**config.mk**
```make
export PLATFORM = sky130hd
export DESIGN_NAME = mux16_scan_ctrl
export DESIGN_NICKNAME = d
export VERILOG_FILES = /design/src/rtl/mux16_scan_ctrl.sv
export SDC_FILE = /design/constraint.sdc
export NUM_CORES = 1
export LEC_CHECK = 0
export BUFFER_PORTS_ARGS = -buffer_cell sky130_fd_sc_hd__buf_2
export CAP_MARGIN = 10
export CORE_MARGIN = 2
export CORE_UTILIZATION = 30
export CTS_CLUSTER_SIZE = 14
export DETAILED_ROUTE_END_ITERATION = 8
export HOLD_SLACK_MARGIN = 0.06
export PLACE_DENSITY = 0.59
export SLEW_MARGIN = 25
export SYNTH_ARGS = -nofsm -noshare
export SYNTH_HDL_FRONTEND = slang
export SYNTH_SLANG_ARGS = --single-unit
```
**constraint.sdc**
```tcl
create_clock -name clk -period 1.6 [get_ports clk]
set_input_delay 0.16 -clock clk [delete_from_list [all_inputs] [get_ports clk]]
set_output_delay 0.16 -clock clk [all_outputs]
set_load 0.1 [all_outputs]
```
**src/rtl/mux16_scan_ctrl.sv**
```systemverilog
// mux16_scan_ctrl: serializes a 16-bit word through an external
// 16:1 bit-select mux, one framed bit per HOLD_CYC clock cycles.
module mux16_scan_ctrl #(
  parameter bit MSB_FIRST = 1'b0,
  parameter int HOLD_CYC  = 1
) (
  input  logic        clk,
  input  logic        rst_n,
  input  logic        in_valid,
  output logic        in_ready,
  input  logic [15:0] in_data,
  input  logic        abort,
  output logic [15:0] mux_in,
  output logic [3:0]  mux_sel,
  input  logic        mux_out,
  output logic        ser_valid,
  output logic        ser_bit,
  output logic        ser_last,
  output logic        busy
);

  localparam logic [0:0] IDLE = 1'b0;
  localparam logic [0:0] SCAN = 1'b1;

  localparam logic [3:0] START = MSB_FIRST ? 4'd15 : 4'd0;
  localparam logic [7:0] HOLD_LAST = 8'(HOLD_CYC - 1);

  logic [0:0] state;
  logic [7:0] hcnt;
  logic [3:0] idx;
  logic [3:0] sel_next;
  logic       accept;
  logic       sample;
  logic       final_bit;

  assign in_ready  = rst_n && (state == IDLE) && !abort;
  assign busy      = (state == SCAN);
  assign accept    = in_valid && in_ready;
  assign sample    = (hcnt == HOLD_LAST);
  assign final_bit = (idx == 4'd15);
  assign sel_next  = MSB_FIRST ? (mux_sel - 4'd1)
                               : (mux_sel + 4'd1);

  always_ff @(posedge clk or negedge rst_n) begin
    if (!rst_n) begin
      state     <= IDLE;
      mux_in    <= '0;
      mux_sel   <= START;
      hcnt      <= '0;
      idx       <= '0;
      ser_valid <= 1'b0;
      ser_bit   <= 1'b0;
      ser_last  <= 1'b0;
    end else begin
      ser_valid <= 1'b0;
      ser_last  <= 1'b0;
      unique case (1'b1)
        (state == IDLE): begin
          if (accept) begin
            mux_in  <= in_data;
            mux_sel <= START;
            hcnt    <= '0;
            idx     <= '0;
            state   <= SCAN;
          end
        end
        (state == SCAN): begin
          if (abort) begin
            state   <= IDLE;
            mux_sel <= START;
            hcnt    <= '0;
            idx     <= '0;
          end else if (sample) begin
            ser_bit   <= mux_out;
            ser_valid <= 1'b1;
            hcnt      <= '0;
            idx       <= idx + 4'd1;
            // last position returns to start instead of wrapping
            if (final_bit) begin
              ser_last <= 1'b1;
              state    <= IDLE;
              mux_sel  <= START;
            end else begin
              mux_sel <= sel_next;
            end
          end else begin
            hcnt <= hcnt + 8'd1;
          end
        end
      endcase
    end
  end

endmodule

```
==> Word level (Yosys, flattened, before mapping) <==
Index checks and enable logic that the tools add are counted.
{ "totals": {"reg_bits": 36, "inputBits": 21, "out_inout_bits": 25, "word_cells": 48} }
{ "op_classes": {"add_sub_neg": 3, "eq_ne": 3, "n_mux": 24, "bitwise_logic": 2, "n_reduce_logical": 8} }
{ "op_table": {"columns": ["cell", "n"], "rows": [
  ["$mux W4", 6],
  ["$mux W8", 3],
  ["$pmux W4 S2", 2],
  ["$pmux W8 S2", 1],
  ["$mux W1", 11],
  ["$add A4 B1 Y4 const B", 2],
  ["$add A8 B1 Y8 const B", 1],
  ["$logic_not A8 Y1", 1],
  ["$eq A4 B4 Y1 const B", 1],
  ["$reduce_and A2 Y1", 2],
  ["$logic_and A1 B1 Y1", 3],
  ["$ne A3 B2 Y1 const B", 1],
  ["$reduce_and A3 Y1", 1],
  ["$ne A2 B2 Y1 const B", 1],
  ["$not A1 Y1", 2],
  ["$pmux W1 S2", 1],
  ["$logic_not A1 Y1", 1]
]} }

==> Logic depth before layout (Yosys ltp) <==
{ "logic_depth": {"ltp_word": 6, "mapped_depth": 8, "depth_no_buf": 8} }

==> Worst setup path after synthesis <==
OpenSTA, ideal clock, no wires.
{ "synth_path": {"kind": "register to output", "start": "register state, in the netlist busy", "end": "output in_ready", "arrival_ns": 3.245, "required_ns": 1.440, "path_slack_ns": -1.805, "stages_incl_launch_ff": 3, "path_buffers": 1, "path_cell_list": "dfrtp_1 buf_2 nor3b_1"} }
{ "synth_between": {"elab_chain_len": 3} }
{ "synth_lines": {"columns": ["item", "line", "text"], "rows": [
  ["start: declaration", "28", "logic [0:0] state;"],
  ["start signal: assignment", "46", "state <= IDLE;"],
  ["start signal: assignment", "64", "state <= SCAN;"],
  ["start signal: assignment", "69", "state <= IDLE;"],
  ["$not A1 Y1 (no source line)", null, null],
  ["$logic_and A1 B1 Y1 (2 in series)", "36", "assign in_ready = rst_n && (state == IDLE) && !abort;"],
  ["end: declaration", "10", "output logic in_ready,"]
]} }
No other way between the ends.

==> Worst setup path after layout <==
{ "layout_path": {"start": "register hcnt[0]", "end": "register ser_bit"} }
{ "layout_between": {"elab_chain_len": 2} }
{ "layout_lines": {"columns": ["item", "line", "text"], "rows": [
  ["start: declaration", "29", "logic [7:0] hcnt;"],
  ["start signal: assignment", "87", "hcnt <= hcnt + 8'd1;"],
  ["$logic_not A8 Y1", "39", "assign sample = (hcnt == HOLD_LAST);"],
  ["$reduce_and A3 Y1 (no source line)", null, null],
  ["end signal: assignment", "74", "ser_bit <= mux_out;"],
  ["end: declaration", "17", "output logic ser_bit,"]
]} }
No other way between the ends.
A chain may end at the register's enable or synchronous reset.

==> reports/metrics.cfg <==
[global_route]
grt_pass1_wl_um=5870
grt_util_all_layers=0.126
grt_busiest_layer=met2
grtUsageMet2=0.201
grt_max_degree=37
antenna_found_initial=0
grt_pass1_vias=1203
grt_use_met1=0.160
met3_usage=0.0326
grt_overflow_total=0

[sta]
tns_ps=0
hold_viol=0
fmax_mhz=629
tightest_slew_ps=492
post-route-min-period_ps=1590
rsz0062_at_grt=yes
finalSetupViolations=0
drv_slew=0
slew_headroom=0.674
finClkSkew_ps=8.02
hold-worst-slack_ps=100
finalCritPeriodShare=0.994
setup_ws_ps=9.53

[yosys]
yosys.cell_count.top_type=dfrtp_1
ys_seq_area_frac=0.553
synth.top_cells.by_count=dfrtp_1, mux2_2, o21ai_0, nor2_1, nand3_1
ys.flop_type=dfrtp_1
synth_cell_types=35
synth_edf_count=0
synth_area_leaders=dfrtp_1, mux2_2, o21ai_0
synthArstFlopShare=1.00
synth_warnings=0
synth_area_leader_cell=dfrtp_1
ys_seq_elements=36
syn-mean-instance-area_um2=12.2
syn_area_mm2=0.00163
synth_nets=158
synth_top_area_share=0.553
postSynthCellCount=133

[cts]
cts_tree=done
cts_max_level=2
numCtsBuffers=5
clk_pin_slew_ps=70
cts_root_buf=clkbuf_8
clock_path_buffers=2
clock_latency_ps=280
cts_sinks=36

[finish]
nets=226
drive_gt1_frac=0.545
syn_to_final_growth_pct=41.2
n_antenna_cell=0
finish.utilization=0.445
final_area_mm2=0.00230

[worst_setup_path]
criticalPathCategory=flop to flop
required_ps=1770
cp.arrival_ps=1760
reg2reg_slack_ps=10
cp-end-kind=flop
worstPathMaxFanout=3
worstSetupStartpointType=flop

[routing]
dr_total_vias=1266
viasPerCell=4.65
drc=0
antenna_left=0
drt-wirelength-per-cell_um=12.9
drtIter0Drc=39
first_pass_iters=4
drt_wl_total_um=3520

[power]
leakage_nw=1.13
p_per_area_mw_per_mm2=1330
ir_drop_mv=0.509

[placed_design]
place_area_mm2=0.00213
port_buffers=45
gp_congestion=0.774
post-place-ws_ps=-51.9
hpwl_um=2510

[floorplanning]
die-width_um=77.7
core_area_mm2=0.00517
ios=46
dieArea_mm2=0.00604
die_y_um=77.7
initial_core_util=0.315
num_rows=26

[job]
cap_viol_max_count=0

[min_path]
hold_path_class=primary input to flop

[outcome]
outcome=complete, no violations

[kinds of logic after synthesis]
| kind of cell | count (synthesis) | share of synthesized area |
|---|---|---|
| AOI/OAI and AO/OA | 23 | 0.0891 |
| xor gates and xnor gates | 4 | 0.0215 |
| adders and majority gates | 4 | 0.0307 |
| buffers and inverters | 9 | 0.0307 |
| DFF | 36 | 0.553 |
| muxes | 19 | 0.131 |
| and+or+nand+nor | 38 | 0.144 |
[where the power goes]
part / internal (mW) / switching [mW] / total, mW
clock network: 0.305 / 0.302 / 0.607
logic: 0.283 / 1.05 / 1.33
registers: 1.04 / 0.0751 / 1.11
[per-stage QoR]
step | total power, mW | instances
floorplan | 2.21 | 133
global placement | 2.44 | 259
detailed placement | 2.45 | 259
CTS | 3.08 | 271
global route | 3.20 | 272
finish | 3.05 | 272
[final timing paths]
path | from | cells after the start | to
min | in_data[1] | 2 | mux_in[1]$_DFFE_PN0P_
min in group asynchronous | rst_n | 3 | mux_sel[1]$_DFFE_PN0P_
min reg2reg | idx[3]$_DFFE_PN0P_ | 1 | idx[3]$_DFFE_PN0P_
max | hcnt[0]$_DFFE_PN0P_ | 7 | ser_bit$_DFFE_PN0P_
max reg2reg | hcnt[0]$_DFFE_PN0P_ | 7 | ser_bit$_DFFE_PN0P_
max in group asynchronous | rst_n | 3 | busy$_DFF_PN0_
[cell type report]
cell class	instances	area, um2
fill	491	2870
tap	70	87.6
clock buffer	7	76.3
clock inverter	1	5.00
multi-input combinational	88	773
inverter	3	13.8
timing repair buffer	67	435
sequential	36	908
[state kept, by name, indices dropped and copies added, names as in the netlist]
name and flops:
busy 1, idx 4, ser_valid 1, ser_last 1, mux_in 16, ser_bit 1, mux_sel 4, hcnt 8
[routing by layer]
metal / vias up / share of wire
li1: 617 / -
met2: 21 / 0.50
met4: 0 / 0.026
met3: 7 / 0.032
met1: 621 / 0.44
met5: - / 0
[critical path, cell delays in order (launching register included)]
cell,delay [ps]
dfrtp_1,370
inv_1,60
ha_2,160
nor4b_4,250
and2_4,220
nand2_4,70
inv_4,70
mux2_4,290
[layout by cell type (no fill, tap or decap), types with 3 or more instances in the layout]
cell and count:
dfrtp_1 32, or3_1 3, buf_4 16, o21ai_0 9, buf_2 44, clkbuf_8 5
buf_6 4, mux2_2 7, nor2_1 5, nand3_1 6, ha_1 3, mux2_4 11
xor2_1 4, dfrtp_2 3
[timing repair]
action	4_1_cts	5_1_grt
hold buffers	1	0
endpoints found under the hold margin	36	0
setup endpoints to repair	4	21
pin swaps	8	5
cloned	0	0
gates resized for setup	1	15
setup buffers	3	1
(Power assumes the default switching activity.)
